[config.mk]
export PLATFORM = sky130hd
export DESIGN_NAME = wb_port_arbiter_flat
export DESIGN_NICKNAME = d
export VERILOG_FILES = /design/src/rtl/wb_port_arbiter_if.sv /design/src/rtl/wb_port_arbiter.sv /design/src/flat_wrapper.sv
export SDC_FILE = /design/constraint.sdc
export NUM_CORES = 1
export LEC_CHECK = 0
export CAP_MARGIN = 25
export CORE_UTILIZATION = 47
export CTS_CLUSTER_SIZE = 10
export DETAILED_ROUTE_END_ITERATION = 8
export PLACE_DENSITY = 0.8
export SYNTH_ARGS = -nofsm -noshare
export SYNTH_HDL_FRONTEND = slang
export SYNTH_SLANG_ARGS = --single-unit
export TNS_END_PERCENT = 10
[constraint.sdc]
create_clock -name clk -period 4 [get_ports clk]
set_input_delay 0.8 -clock clk [delete_from_list [all_inputs] [get_ports clk]]
set_output_delay 0.8 -clock clk [all_outputs]
set_load 0.01 [all_outputs]
[src/rtl/wb_port_arbiter_if.sv]
// Write-port bundle between the WB stage, the multi-cycle unit and the register file.
// The arbiter uses the slave view; the surrounding pipeline uses the master view.
interface wb_port_arbiter_if #(
  parameter int XLEN = 32,
  parameter int AW   = 5
);
  logic            pipe_we;
  logic [AW-1:0]   pipe_rd;
  logic [XLEN-1:0] pipe_data;
  logic            mc_valid;
  logic            mc_ready;
  logic [AW-1:0]   mc_rd;
  logic [XLEN-1:0] mc_data;
  logic            rf_we;
  logic [AW-1:0]   rf_rd;
  logic [XLEN-1:0] rf_data;
  logic            pipe_stall;

  modport slave (
    input  pipe_we, pipe_rd, pipe_data, mc_valid, mc_rd, mc_data,
    output mc_ready, rf_we, rf_rd, rf_data, pipe_stall
  );

  modport master (
    output pipe_we, pipe_rd, pipe_data, mc_valid, mc_rd, mc_data,
    input  mc_ready, rf_we, rf_rd, rf_data, pipe_stall
  );
endinterface

[src/rtl/wb_port_arbiter.sv]
// Shares the register-file write port between the pipeline (priority) and a multi-cycle
// unit, using a one-entry holding buffer and a starvation counter that forces a drain.
module wb_port_arbiter #(
  parameter int XLEN         = 32,
  parameter int AW           = 5,
  parameter int STARVE_LIMIT = 4
) (
  input  logic             clk,
  input  logic             reset,
  wb_port_arbiter_if.slave bus
);

  localparam int            CW      = $clog2(STARVE_LIMIT + 1);
  localparam logic [CW-1:0] LIMIT_C = CW'(STARVE_LIMIT);

  typedef enum logic [1:0] {
    IDLE  = 2'd0,
    HOLD  = 2'd1,
    FORCE = 2'd2
  } state_t;

  state_t          state, state_nxt;
  logic [CW-1:0]   cnt, cnt_nxt, cnt_inc;
  logic [AW-1:0]   buf_rd;
  logic [XLEN-1:0] buf_data;
  logic            buf_valid;
  logic            buf_load;
  logic            slot_busy;

  logic            we_nxt;
  logic [AW-1:0]   rd_nxt;
  logic [XLEN-1:0] data_nxt;

  // The buffer is occupied exactly when the FSM is outside IDLE.
  assign buf_valid      = (state != IDLE);
  assign slot_busy      = bus.pipe_we && (bus.pipe_rd != '0) && (state != FORCE);
  assign cnt_inc        = cnt + 1'b1;
  assign bus.mc_ready   = !buf_valid;
  assign bus.pipe_stall = (state == FORCE);

  // NOTE: every variable gets a default before any branch so no latch is inferred.
  always_comb begin
    state_nxt = state;
    cnt_nxt   = cnt;
    buf_load  = 1'b0;
    we_nxt    = 1'b0;
    rd_nxt    = bus.rf_rd;
    data_nxt  = bus.rf_data;

    if (state == FORCE) begin
      // Pipeline is frozen this cycle; the stale-proof buffered entry owns the port.
      we_nxt    = 1'b1;
      rd_nxt    = buf_rd;
      data_nxt  = buf_data;
      state_nxt = IDLE;
      cnt_nxt   = '0;
    end else if (slot_busy) begin
      we_nxt   = 1'b1;
      rd_nxt   = bus.pipe_rd;
      data_nxt = bus.pipe_data;
      if (state == IDLE) begin
        if (bus.mc_valid && (bus.mc_rd != '0)) begin
          buf_load  = 1'b1;
          state_nxt = HOLD;
          cnt_nxt   = '0;
        end
      end else if (bus.pipe_rd == buf_rd) begin
        // Younger pipeline write to the same register makes the buffered value dead.
        state_nxt = IDLE;
        cnt_nxt   = '0;
      end else begin
        cnt_nxt = cnt_inc;
        if (cnt_inc == LIMIT_C) begin
          state_nxt = FORCE;
        end
      end
    end else if (buf_valid) begin
      we_nxt    = 1'b1;
      rd_nxt    = buf_rd;
      data_nxt  = buf_data;
      state_nxt = IDLE;
      cnt_nxt   = '0;
    end else if (bus.mc_valid) begin
      // Bypass: result goes straight to the port; a zero destination is simply dropped.
      we_nxt   = (bus.mc_rd != '0);
      rd_nxt   = bus.mc_rd;
      data_nxt = bus.mc_data;
    end
  end

  // NOTE: sequential state uses non-blocking assignments only.
  always_ff @(posedge clk) begin
    if (reset) begin
      state       <= IDLE;
      cnt         <= '0;
      bus.rf_we   <= 1'b0;
      bus.rf_rd   <= '0;
      bus.rf_data <= '0;
    end else begin
      state       <= state_nxt;
      cnt         <= cnt_nxt;
      bus.rf_we   <= we_nxt;
      bus.rf_rd   <= rd_nxt;
      bus.rf_data <= data_nxt;
    end
  end

  // NOTE: the buffer payload is not reset; it is only observed while the FSM is outside IDLE.
  always_ff @(posedge clk) begin
    if (buf_load) begin
      buf_rd   <= bus.mc_rd;
      buf_data <= bus.mc_data;
    end
  end

endmodule

[src/flat_wrapper.sv]
// flat-port wrapper written by rule: the top's interface ports become plain ports
module wb_port_arbiter_flat 
#(
  parameter int XLEN         = 32,
  parameter int AW           = 5,
  parameter int STARVE_LIMIT = 4
)
  (clk, reset, bus_pipe_we, bus_pipe_rd, bus_pipe_data, bus_mc_valid, bus_mc_rd, bus_mc_data, bus_mc_ready, bus_rf_we, bus_rf_rd, bus_rf_data, bus_pipe_stall);
  wb_port_arbiter_if #(.XLEN(XLEN), .AW(AW)) bus_i ();
  input  logic clk;
  input  logic reset;
  input wire logic [$bits(bus_i.pipe_we)-1:0] bus_pipe_we;
  input wire logic [$bits(bus_i.pipe_rd)-1:0] bus_pipe_rd;
  input wire logic [$bits(bus_i.pipe_data)-1:0] bus_pipe_data;
  input wire logic [$bits(bus_i.mc_valid)-1:0] bus_mc_valid;
  input wire logic [$bits(bus_i.mc_rd)-1:0] bus_mc_rd;
  input wire logic [$bits(bus_i.mc_data)-1:0] bus_mc_data;
  output wire logic [$bits(bus_i.mc_ready)-1:0] bus_mc_ready;
  output wire logic [$bits(bus_i.rf_we)-1:0] bus_rf_we;
  output wire logic [$bits(bus_i.rf_rd)-1:0] bus_rf_rd;
  output wire logic [$bits(bus_i.rf_data)-1:0] bus_rf_data;
  output wire logic [$bits(bus_i.pipe_stall)-1:0] bus_pipe_stall;
  assign bus_i.pipe_we = bus_pipe_we;
  assign bus_i.pipe_rd = bus_pipe_rd;
  assign bus_i.pipe_data = bus_pipe_data;
  assign bus_i.mc_valid = bus_mc_valid;
  assign bus_i.mc_rd = bus_mc_rd;
  assign bus_i.mc_data = bus_mc_data;
  assign bus_mc_ready = bus_i.mc_ready;
  assign bus_rf_we = bus_i.rf_we;
  assign bus_rf_rd = bus_i.rf_rd;
  assign bus_rf_data = bus_i.rf_data;
  assign bus_pipe_stall = bus_i.pipe_stall;
  wb_port_arbiter #(.XLEN(XLEN), .AW(AW), .STARVE_LIMIT(STARVE_LIMIT)) u_core (.clk(clk), .reset(reset), .bus(bus_i));
endmodule
### Yosys cells after proc, flatten, opt, wreduce, memory -nomap -nowiden

Index checks and enable logic that the tools add are counted.

| word-level totals | value |
|---|---|
| register bits | 80 |
| output and inout port bits | 40 |

| cells by class | value |
|---|---|
| $add $sub $neg | 1 |
| reduce and logical (&&, ||, !) cells | 13 |
| mux-type cells | 27 |
| equal/unequal tests | 6 |

Operators with widths:

| operator | count |
|---|---|
| $mux 32 | 4 |
| $mux 5 | 4 |
| $mux 3 | 5 |
| $mux 2 | 6 |
| $reduce_bool 5->1 | 2 |
| $mux 1 | 8 |
| $eq 5x5->1 | 1 |
| $ne 4x4->1 const B | 1 |
| $reduce_bool 2->1 | 2 |
| $reduce_bool 4->1 | 1 |
| $add 3x1->3 const B | 1 |
| $eq 3x3->1 const B | 1 |
| $logic_and 1x1->1 | 3 |
| $ne 3x3->1 const B | 1 |
| $reduce_and 3->1 | 1 |
| $eq 2x2->1 const B | 1 |
| $logic_not 2->1 | 1 |
| $ne 2x2->1 const B | 1 |
| $reduce_and 2->1 | 1 |
| $reduce_or 2->1 | 1 |
| $logic_not 1->1 | 1 |

### Logic depth before layout (Yosys ltp)

| depth | value |
|---|---|
| word-level depth | 6 |
| depth in mapped cells | 8 |
| depth with buffers taken out | 5 |

### Worst setup path after synthesis

No wires, ideal clock.

| path | value |
|---|---|
| path kind | input to register |
| start point | in bus_mc_valid |
| end point | reg u_core.buf_data[0] (enable) |
| library setup time | 431 ps |
| required time | 3569 ps |
| buffers on the path | 1 |
| path slack | 687 ps |
| arrival | 2882 ps |
| stages | 4 |
| path through | clkbuf_1 > o21ai_0 > nand2b_1 > nor2_1 |

| on the way | value |
|---|---|
| longest elaborated chain between the ends | 5 |

RTL lines:

| item | RTL line | source |
|---|---|---|
| from (decl) | flat_wrapper.sv:15 | `input wire logic [$bits(bus_i.mc_valid)-1:0] bus_mc_valid;` |
| $logic_and 1x1->1 | wb_port_arbiter.sv:62 | `if (bus.mc_valid && (bus.mc_rd != '0)) begin` |
| $mux 1 | wb_port_arbiter.sv:62 |  |
| $mux 1 | wb_port_arbiter.sv:61 | `if (state == IDLE) begin` |
| $mux 1 | wb_port_arbiter.sv:57 | `end else if (slot_busy) begin` |
| $mux 1 | wb_port_arbiter.sv:50 | `if (state == FORCE) begin` |
| net u_core.buf_load | wb_port_arbiter.sv:27 | `logic buf_load;` |
| to (signal assigned) | wb_port_arbiter.sv:112 | `buf_data <= bus.mc_data;` |
| to (decl) | wb_port_arbiter.sv:25 | `logic [XLEN-1:0] buf_data;` |

The timed path passes the listed nets, and every way through them passes these cells.
A chain may end at the register's enable or synchronous reset.

### Worst setup path in the final report

| path | value |
|---|---|
| start point | reg u_core.state[0] |
| end point | out bus_pipe_stall |

| on the way | value |
|---|---|
| longest elaborated chain between the ends | 1 |

RTL lines:

| item | RTL line | source |
|---|---|---|
| from (decl) | wb_port_arbiter.sv:22 | `state_t state, state_nxt;` |
| from (signal assigned) | wb_port_arbiter.sv:100 | `state <= state_nxt;` |
| $eq 2x2->1 | wb_port_arbiter.sv:39 | `assign bus.pipe_stall = (state == FORCE);` |
| to (decl) | flat_wrapper.sv:22 | `output wire logic [$bits(bus_i.pipe_stall)-1:0] bus_pipe_stall;` |

No other way between the ends.

==> out/results.ini <==
[synth]
yosysWarnings=0
synth_fa_ha_area_frac=0.00655
synth_compound_area_frac=0.209
synth-simple-area-share=0.120
synth_top_area_frac=0.291
ys_seq_elements=80
synthTopCellsByCount=43 x dfxtp_1, 37 x edfxtp_1, 27 x inv_1
async_flop_share=0
synth_area_leaders=edfxtp_1 29%, dfxtp_1 23%, mux2_2 6.5%
synth.cell_area_um2=3820
synth_seq_area_share=0.516
synth_xor_area_frac=0.0115
synth.most_common_cell=dfxtp_1
avgSynthCellArea_um2=10.4
synth_nets=447
synth_top_family_by_area=compound AO/OA/AOI/OAI gates
synth_cells=367
yosys.area.top_type=edfxtp_1
synth.distinct_cells=38
synth.area.mux_share=0.0675
synth_flop_cell=dfxtp_1
synth-edff-count=37

[setup_path]
critPathRequiredTime_ns=3.20
critPathMaxFanout=25
cpPeakStageDelay_ns=0.72
crit_arrival_ns=2.17
r2r-start=u_core.state[0]
rr_endpoint=u_core.buf_data[13]
crit_type=flip-flop to primary output
crit_chain=nand2b_1 > buf_4 > inv_1 > clkdlybuf4s50_1
cp_slowest_cell=dfxtp_1
ff2ff_setup_slack_ns=1.51
cp-end-kind=primary output
startpoint_type=flip-flop
reg2reg_depth=5

[place]
place.port_buffers=117
dp_slack_ns=0.706
place_congestion=0.838
dp_hpwl_mm=6.85
placed_cells=562
placed_area_um2=5050

[pwr]
vdd_drop_max_mv=0.204
p_leak_nw=1.87
powerDensity_nw_per_um2=348

[clock_network]
cts_tree=built
insertion_delay_ns=0.35
cts_hold_buf=0
clockRootBuffer=clkbuf_8
cts_buffers=9
cts.sinks=80
cts.htree.levels=3
postCtsResizedCells=0
cts_buffer_depth=2
clk_pin_slew_ns=0.08
cts_setup_buffers=0

[global_route]
grt_pass1_wl_mm=17.1
grt_max_degree=41
grt_pass1_vias=3425
track_usage=0.259
antenna_found_initial=0
grt_remaining_overflow=0

[sta]
fin_ws_ns=1.03
slew_headroom=0.484
finalCritPeriodShare=0.743
fin_skew_ns=0.00808
rsz0062_at_grt=no
slew_violations=0
hold_violations=0
setup_viol=0
worst_pin_slew_ns=0.774
period_needed_ns=2.97
clock.fmax_mhz=337
fin_setup_tns_ns=0

[worst_hold_path]
hold_path.class=flip-flop to flip-flop
hold_path_depth=2
whs_endpoint=u_core.bus.rf_data[8]
hold_start=u_core.bus.rf_data[8]

[floorplanning]
start_util=0.489
fp.dieW_um=92.2
core_um2=7810
placementRows=32
ioPinCount=118
die_h_um=92.2
die-area_um2=8490

[detailed_routing]
wl_per_cell_um=18.1
drt-initial-drc-count=282
drc_errors=0
via_count=3408
ant_nets=0
drt_pass1_iterations=5
vias_per_cell=5.89
wl_mm=10.5

[finish]
antenna_cells=0
post-route-util=0.675
fin_area_um2=5270
drive_gt1_frac=0.143
fin_cells=579
syn2layout_area_growth_pct=37.9
nNetsFinal=553

[run]
drv_cap=0

[run_status]
status=finished clean

==> cell families after synthesis <==
| logic type | Yosys count |
|---|---|
| xor+xnor | 5 |
| mux | 23 |
| simple gates | 83 |
| buf+inv | 62 |
| flops | 80 |
| compound gates | 112 |
| fa+ha+maj | 2 |
==> worst max-delay path, delay by kind of cell, from the launching register on <==
family        cells  cell delay (ns)
flops             1             0.72
simple gates      1             0.23
buf+inv           3             0.87
==> routing by layer <==
| layer | vias up | part of all wire | global-route usage |
|---|---|---|---|
| li1 | 1586 | - | - |
| met1 | 1620 | 0.42 | 0.346 |
| met2 | 174 | 0.48 | 0.403 |
| met3 | 28 | 0.071 | 0.0431 |
| met4 | 0 | 0.034 | 0.134 |
| met5 | - | 0 | 0 |
==> flip-flops by register name, indices dropped and copies added (netlist names) <==
| register | cells |
|---|---|
| u_core.buf_rd | 5 |
| u_core.buf_data | 32 |
| u_core.bus.rf_we | 1 |
| u_core.bus.rf_rd | 5 |
| u_core.cnt | 3 |
| u_core.bus.rf_data | 32 |
| u_core.state | 2 |
==> final cells by class <==
class                   count  area, um2
multi-input cells         225       1600
flip-flops and latches     80       1970
well taps                 102        128
inverters                  28        105
fillers                   589       2540
clock inverters             3       20.0
repair buffers            129       1300
clock buffers              12        145
==> power by group <==
part           switching (W)  internal (W)  total, W
clock network       0.000287      0.000239  0.000526
registers          0.0000273      0.000911  0.000938
logic               0.000165      0.000207  0.000372
==> placed cells by master (no fill, tap or decap), types with 4 or more instances in the layout <==
cell / instances
clkdlybuf4s50_1: 117
dfxtp_1: 43
edfxtp_1: 37
inv_1: 27
a21oi_1: 24
o211ai_1: 23
nand2_1: 23
mux2_2: 22
o2111ai_1: 21
o21ai_0: 19
nor2_1: 16
or4b_2: 14
o2bb2ai_1: 14
nor3_1: 14
clkbuf_8: 10
buf_4: 10
xnor2_1: 5
nand2b_1: 4
==> through the flow <==
stage               total power, W  hold WS [ns]
finish                     0.00184         0.455
global route               0.00193         0.465
CTS                        0.00183         0.455
detailed placement         0.00132         0.443
global placement           0.00131         0.439
floorplan                  0.00112         0.469
==> worst max-delay path by stage <==
stage	startpoint	endpoint	slack [ns]	cells past startpoint
finish	u_core.state[0]	bus_pipe_stall	1.03	4
global route	u_core.state[0]	bus_pipe_stall	0.93	4
CTS	bus_pipe_rd[3]	u_core.buf_data[13]	1.03	5
detailed placement	bus_pipe_rd[0]	u_core.buf_data[8]	0.71	5
global placement	bus_pipe_rd[0]	u_core.buf_data[1]	0.75	5
floorplan	bus_mc_valid	u_core.buf_data[0]	0.69	4
Power figures use the tool's default switching activity.
